[src/rtl/count_mon_pkg.sv]
// Shared types and defaults for the counter step monitor and its classifier.
package count_mon_pkg;

    localparam int DEF_WIDTH  = 3;
    localparam int DEF_WRAP_W = 8;

    typedef enum logic [1:0] {
        ST_SYNC  = 2'd0,
        ST_TRACK = 2'd1,
        ST_FAULT = 2'd2
    } mon_state_e;

    typedef enum logic [1:0] {
        CLS_HOLD = 2'd0,
        CLS_STEP = 2'd1,
        CLS_WRAP = 2'd2,
        CLS_BAD  = 2'd3
    } step_class_e;

endpackage

[src/rtl/count_step_classify.sv]
// Classifies one counter transition prev -> cur as hold, +1 step, max->0 wrap, or illegal.
module count_step_classify
    import count_mon_pkg::*;
#(
    parameter int WIDTH = DEF_WIDTH
) (
    input  logic [WIDTH-1:0] prev_i,
    input  logic [WIDTH-1:0] cur_i,
    output step_class_e      class_o
);

    localparam logic [WIDTH-1:0] MAX_VAL = '1;

    // Modulo-2^WIDTH increment: the wrap case falls out of the same compare.
    logic [WIDTH-1:0] prev_inc;
    assign prev_inc = prev_i + WIDTH'(1);

    always_comb begin
        class_o = CLS_BAD;
        if (cur_i == prev_i) begin
            class_o = CLS_HOLD;
        end else if (cur_i == prev_inc) begin
            class_o = (prev_i == MAX_VAL) ? CLS_WRAP : CLS_STEP;
        end
    end

endmodule

[src/rtl/count_step_monitor.sv]
// Watches a free-running binary counter: counts wraps and latches the first illegal step.
module count_step_monitor
    import count_mon_pkg::*;
#(
    parameter int WIDTH  = DEF_WIDTH,
    parameter int WRAP_W = DEF_WRAP_W
) (
    input  logic              clock,
    input  logic              reset,
    input  logic              enable,
    input  logic              clear,
    input  logic [WIDTH-1:0]  y_in,
    output logic              wrap_pulse,
    output logic [WRAP_W-1:0] wrap_count,
    output logic              step_err,
    output logic [WIDTH-1:0]  err_prev,
    output logic [WIDTH-1:0]  err_value,
    output logic [1:0]        state
);

    mon_state_e        state_q, state_d;
    logic [WIDTH-1:0]  prev_q, prev_d;
    logic              wrap_pulse_q, wrap_pulse_d;
    logic [WRAP_W-1:0] wrap_count_q, wrap_count_d;
    logic              step_err_q, step_err_d;
    logic [WIDTH-1:0]  err_prev_q, err_prev_d;
    logic [WIDTH-1:0]  err_value_q, err_value_d;
    step_class_e       step_class;

    count_step_classify #(.WIDTH(WIDTH)) u_classify (
        .prev_i  (prev_q),
        .cur_i   (y_in),
        .class_o (step_class)
    );

    always_comb begin
        state_d      = state_q;
        prev_d       = prev_q;
        wrap_pulse_d = 1'b0;
        wrap_count_d = wrap_count_q;
        step_err_d   = step_err_q;
        err_prev_d   = err_prev_q;
        err_value_d  = err_value_q;

        // Clear overrides sampling, so a bad sample coincident with clear is dropped.
        if (clear) begin
            state_d      = ST_SYNC;
            wrap_count_d = '0;
            step_err_d   = 1'b0;
            err_prev_d   = '0;
            err_value_d  = '0;
        end else if (enable) begin
            case (state_q)
                ST_SYNC: begin
                    prev_d  = y_in;
                    state_d = ST_TRACK;
                end
                ST_TRACK: begin
                    case (step_class)
                        CLS_STEP: prev_d = y_in;
                        CLS_WRAP: begin
                            prev_d       = y_in;
                            wrap_pulse_d = 1'b1;
                            if (wrap_count_q != {WRAP_W{1'b1}}) begin
                                wrap_count_d = wrap_count_q + WRAP_W'(1);
                            end
                        end
                        CLS_BAD: begin
                            err_prev_d  = prev_q;
                            err_value_d = y_in;
                            step_err_d  = 1'b1;
                            state_d     = ST_FAULT;
                        end
                        default: ;
                    endcase
                end
                ST_FAULT: ;
                default:  state_d = ST_SYNC;
            endcase
        end
    end

    always_ff @(posedge clock) begin
        if (reset) begin
            state_q      <= ST_SYNC;
            prev_q       <= '0;
            wrap_pulse_q <= 1'b0;
            wrap_count_q <= '0;
            step_err_q   <= 1'b0;
            err_prev_q   <= '0;
            err_value_q  <= '0;
        end else begin
            state_q      <= state_d;
            prev_q       <= prev_d;
            wrap_pulse_q <= wrap_pulse_d;
            wrap_count_q <= wrap_count_d;
            step_err_q   <= step_err_d;
            err_prev_q   <= err_prev_d;
            err_value_q  <= err_value_d;
        end
    end

    assign wrap_pulse = wrap_pulse_q;
    assign wrap_count = wrap_count_q;
    assign step_err   = step_err_q;
    assign err_prev   = err_prev_q;
    assign err_value  = err_value_q;
    assign state      = state_q;

endmodule

[config.mk]
export PLATFORM = sky130hd
export DESIGN_NAME = count_step_monitor
export DESIGN_NICKNAME = d
export VERILOG_FILES = /design/src/rtl/count_mon_pkg.sv /design/src/rtl/count_step_classify.sv /design/src/rtl/count_step_monitor.sv
export SDC_FILE = /design/constraint.sdc
export NUM_CORES = 1
export LEC_CHECK = 0
export CAP_MARGIN = 20
export CORE_UTILIZATION = 30
export DETAILED_ROUTE_END_ITERATION = 10
export MAX_ROUTING_LAYER = met4
export PLACE_DENSITY = 0.53
export SYNTH_ARGS = -nofsm -noshare
export SYNTH_HDL_FRONTEND = slang
export SYNTH_SLANG_ARGS = --single-unit
export TNS_END_PERCENT = 1
[constraint.sdc]
create_clock -name clock -period 2.2 [get_ports clock]
set_input_delay 0.33 -clock clock [delete_from_list [all_inputs] [get_ports clock]]
set_output_delay 0.33 -clock clock [all_outputs]
set_load 0.01 [all_outputs]
==> impl_metrics.ini <==
[run_status]
status = complete, but fails checks
violations = setup timing

[synthesis]
yosysWarningCount = 0
yosys.area.top_type = dfxtp_1
avgSynthCellArea_sq_um = 9.002
syn_area_sq_mm = 0.001017
synth_edf_count = 0
synth_flop_cell = dfxtp_1
synthArstFlopShare_pct = 0
synth-seq-cells = 21
synthesis.nets = 125
ys_top_cells_by_area = dfxtp_1 41%, ha_1 6.2%, a21oi_1 5.9%
ys_top_cells_by_count = 21 x dfxtp_1, 16 x nand2_1, 12 x a21oi_1, 11 x nor2_1
synth_top_area_share_pct = 41.33
synth_cells = 113
synth_cell_types = 30
yosysSeqAreaShare_pct = 41.33
synth_most_common_cell = dfxtp_1

[finish]
final_nets = 167
n_antenna_cell = 0
final_area_sq_mm = 0.001513
drive_above_1_share_pct = 24.03
area_growth_syn_to_layout_pct = 48.71

[clocking]
clock-sinks = 21
cts-root-buf = clkbuf_4
clock_path_buffers = 2
clkTransAtPathRegs_ns = 0.11
numCtsBuffers = 3
cts_max_level = 1
cts_tree = done
clock_latency_ns = 0.30

[power_and_ir_drop]
leakagePower_nw = 0.5761
ir_worst_vdd_mv = 0.3353
powerDensity_mw_per_mm2 = 450.8

[routing]
drt-wirelength-per-cell_microns = 11.29
ant_nets = 0
wl_mm = 2.236
routed-via-count = 916
detail_route.iter0.violations = 14
drc = 0
dr.pass1.iters = 4
viasPerCell = 4.626

[timing]
worst_slew_pin_slew_ns = 0.3599
period_share_pct = 106.4
clock_skew_ns = 0.008414
setup_ws_ns = -0.1413
post-route-min-period_ns = 2.341
finalHoldViolations = 0
finalSetupViolCount = 16
maxSlewViolCount = 0
rsz0062_at_grt = true
fmax_ghz = 0.4271
relSlewSlack_pct = 76.00

[critical_path]
crit_family = simple AND/OR/NAND/NOR gates
startpoint_type = register
path_buf_inv = 0
cpMostUsedCell = ha_4
end_kind = register
critPathMaxFanout = 5
arrival_ns = 2.58
path_cells = ha_4 -> ha_4 -> xnor2_1 -> and3_1 -> a21o_1 -> ha_2 -> and4b_2 -> o21ai_4 -> or4_4 -> a21oi_2
worstSetupPathDepth = 10
rr_worst_depth = 10
cp.required_ns = 2.44
r2r_slack_ns = -0.14
cp_slowest_cell = or4_4
crit_type = reg -> reg
slowest_delay_ns = 0.42

[floorplan]
start_util_pct = 32.52
placementRows = 20
core_area_sq_mm = 0.003128
die_h_microns = 60.23
pin_count = 25
die-area_sq_mm = 0.003628
die_x_microns = 60.23

[grt]
grt_pass1_wl_mm = 3.760
overflow = 0
grt_max_degree = 19
grt_pass1_vias = 837
antenna_found_initial = 0
track_usage_pct = 14.31

[job]
maxCapViolCount = 0

[placement]
pre_cts_slack_ns = -0.3377
gp_congestion = 0.7785
dp_hpwl_mm = 1.657
io_buffers = 24
placed_cell_area_sq_mm = 0.001416

[worst_hold_path]
hp-class = reg -> reg
hold_path_depth = 2
## cell type report
type	count	area [sq um]
fillers	322	1615
multi-input cells	86	630.6
flip-flops and latches	21	425.4
repair buffers	41	367.9
well taps	44	55.05
clock buffers	4	26.28
inverters	2	7.507
## flip-flops by register name, indices dropped and copies added, names as in the netlist
register / count
wrap_pulse: 1
step_err: 1
err_prev: 3
state: 2
prev_q: 3
err_value: 3
wrap_count: 8
## logic make-up after synthesis
family	synth area share (%)
xor+xnor	6.888
compound gates	11.68
buf+inv	2.952
flops	41.33
fa+ha+maj	6.150
simple gates	25.09
mux	5.904
## power breakdown
group | leakage (nW) | switching (W) | internal, W
logic | 0.390 | 0.0000440 | 0.0000622
registers | 0.171 | 0.00000566 | 0.000385
clock network | 0.0150 | 0.000115 | 0.0000706
total | 0.576 | 0.000164 | 0.000518
## layout by cell type, fill, tap and decap left out, types with 3 or more instances in the layout
cell,n
clkdlybuf4s50_1,24
dfxtp_1,19
buf_4,17
nand2_1,16
nor2_1,11
a21oi_1,10
xor2_1,6
mux2i_1,6
nand3_1,4
clkbuf_4,3
## timing repair
item	4_1_cts	5_1_grt
setup buffers	4	2
hold endpoints to repair	0	0
pin swaps	4	5
gates resized for setup	2	5
hold buffers	0	0
endpoints found under the setup margin	6	19
## per-stage QoR
stage | hold slack [ns] | util (%) | TNS (ns) | total power (W) | cells
final | 0.4609 | 48.36 | -0.9987 | 0.0006819 | 198
after floorplan | 0.3927 | - | -0.1139 | 0.0004460 | 113
after global routing | 0.4903 | 48.36 | -2.952 | 0.0007181 | 198
after detailed placement | 0.4506 | 45.28 | -3.144 | 0.0004955 | 189
after global placement | 0.4481 | 45.28 | -2.737 | 0.0004948 | 189
after CTS | 0.4674 | 47.28 | -0.3950 | 0.0006877 | 197
## layer usage
layer  routed length [microns]  vias to the layer above  global-route usage [%]  part of all wire, %
met5                         0                        -                       -                    0
met4                        17                        0                   2.990                 0.76
met3                        89                        2                   3.896                  4.0
met2                      1045                       15                   21.35                   47
met1                      1083                      422                   19.17                   48
li1                          -                      477                       -                    -
## path summary, 6_finish.rpt
| kind | start | end |
|---|---|---|
| min reg2reg | err_value[0] | err_value[0] |
| max | prev_q[1] | wrap_count[7] |
| max reg2reg | prev_q[1] | wrap_count[7] |
| min | err_value[0] | err_value[0] |
## worst register-to-register path, stage by stage (launching register included)
cell	delay, ns
dfxtp_4	0.37
ha_4	0.16
ha_4	0.25
xnor2_1	0.10
and3_1	0.20
a21o_1	0.16
ha_2	0.17
and4b_2	0.26
o21ai_4	0.08
or4_4	0.42
a21oi_2	0.12
(Power assumes the default switching activity.)
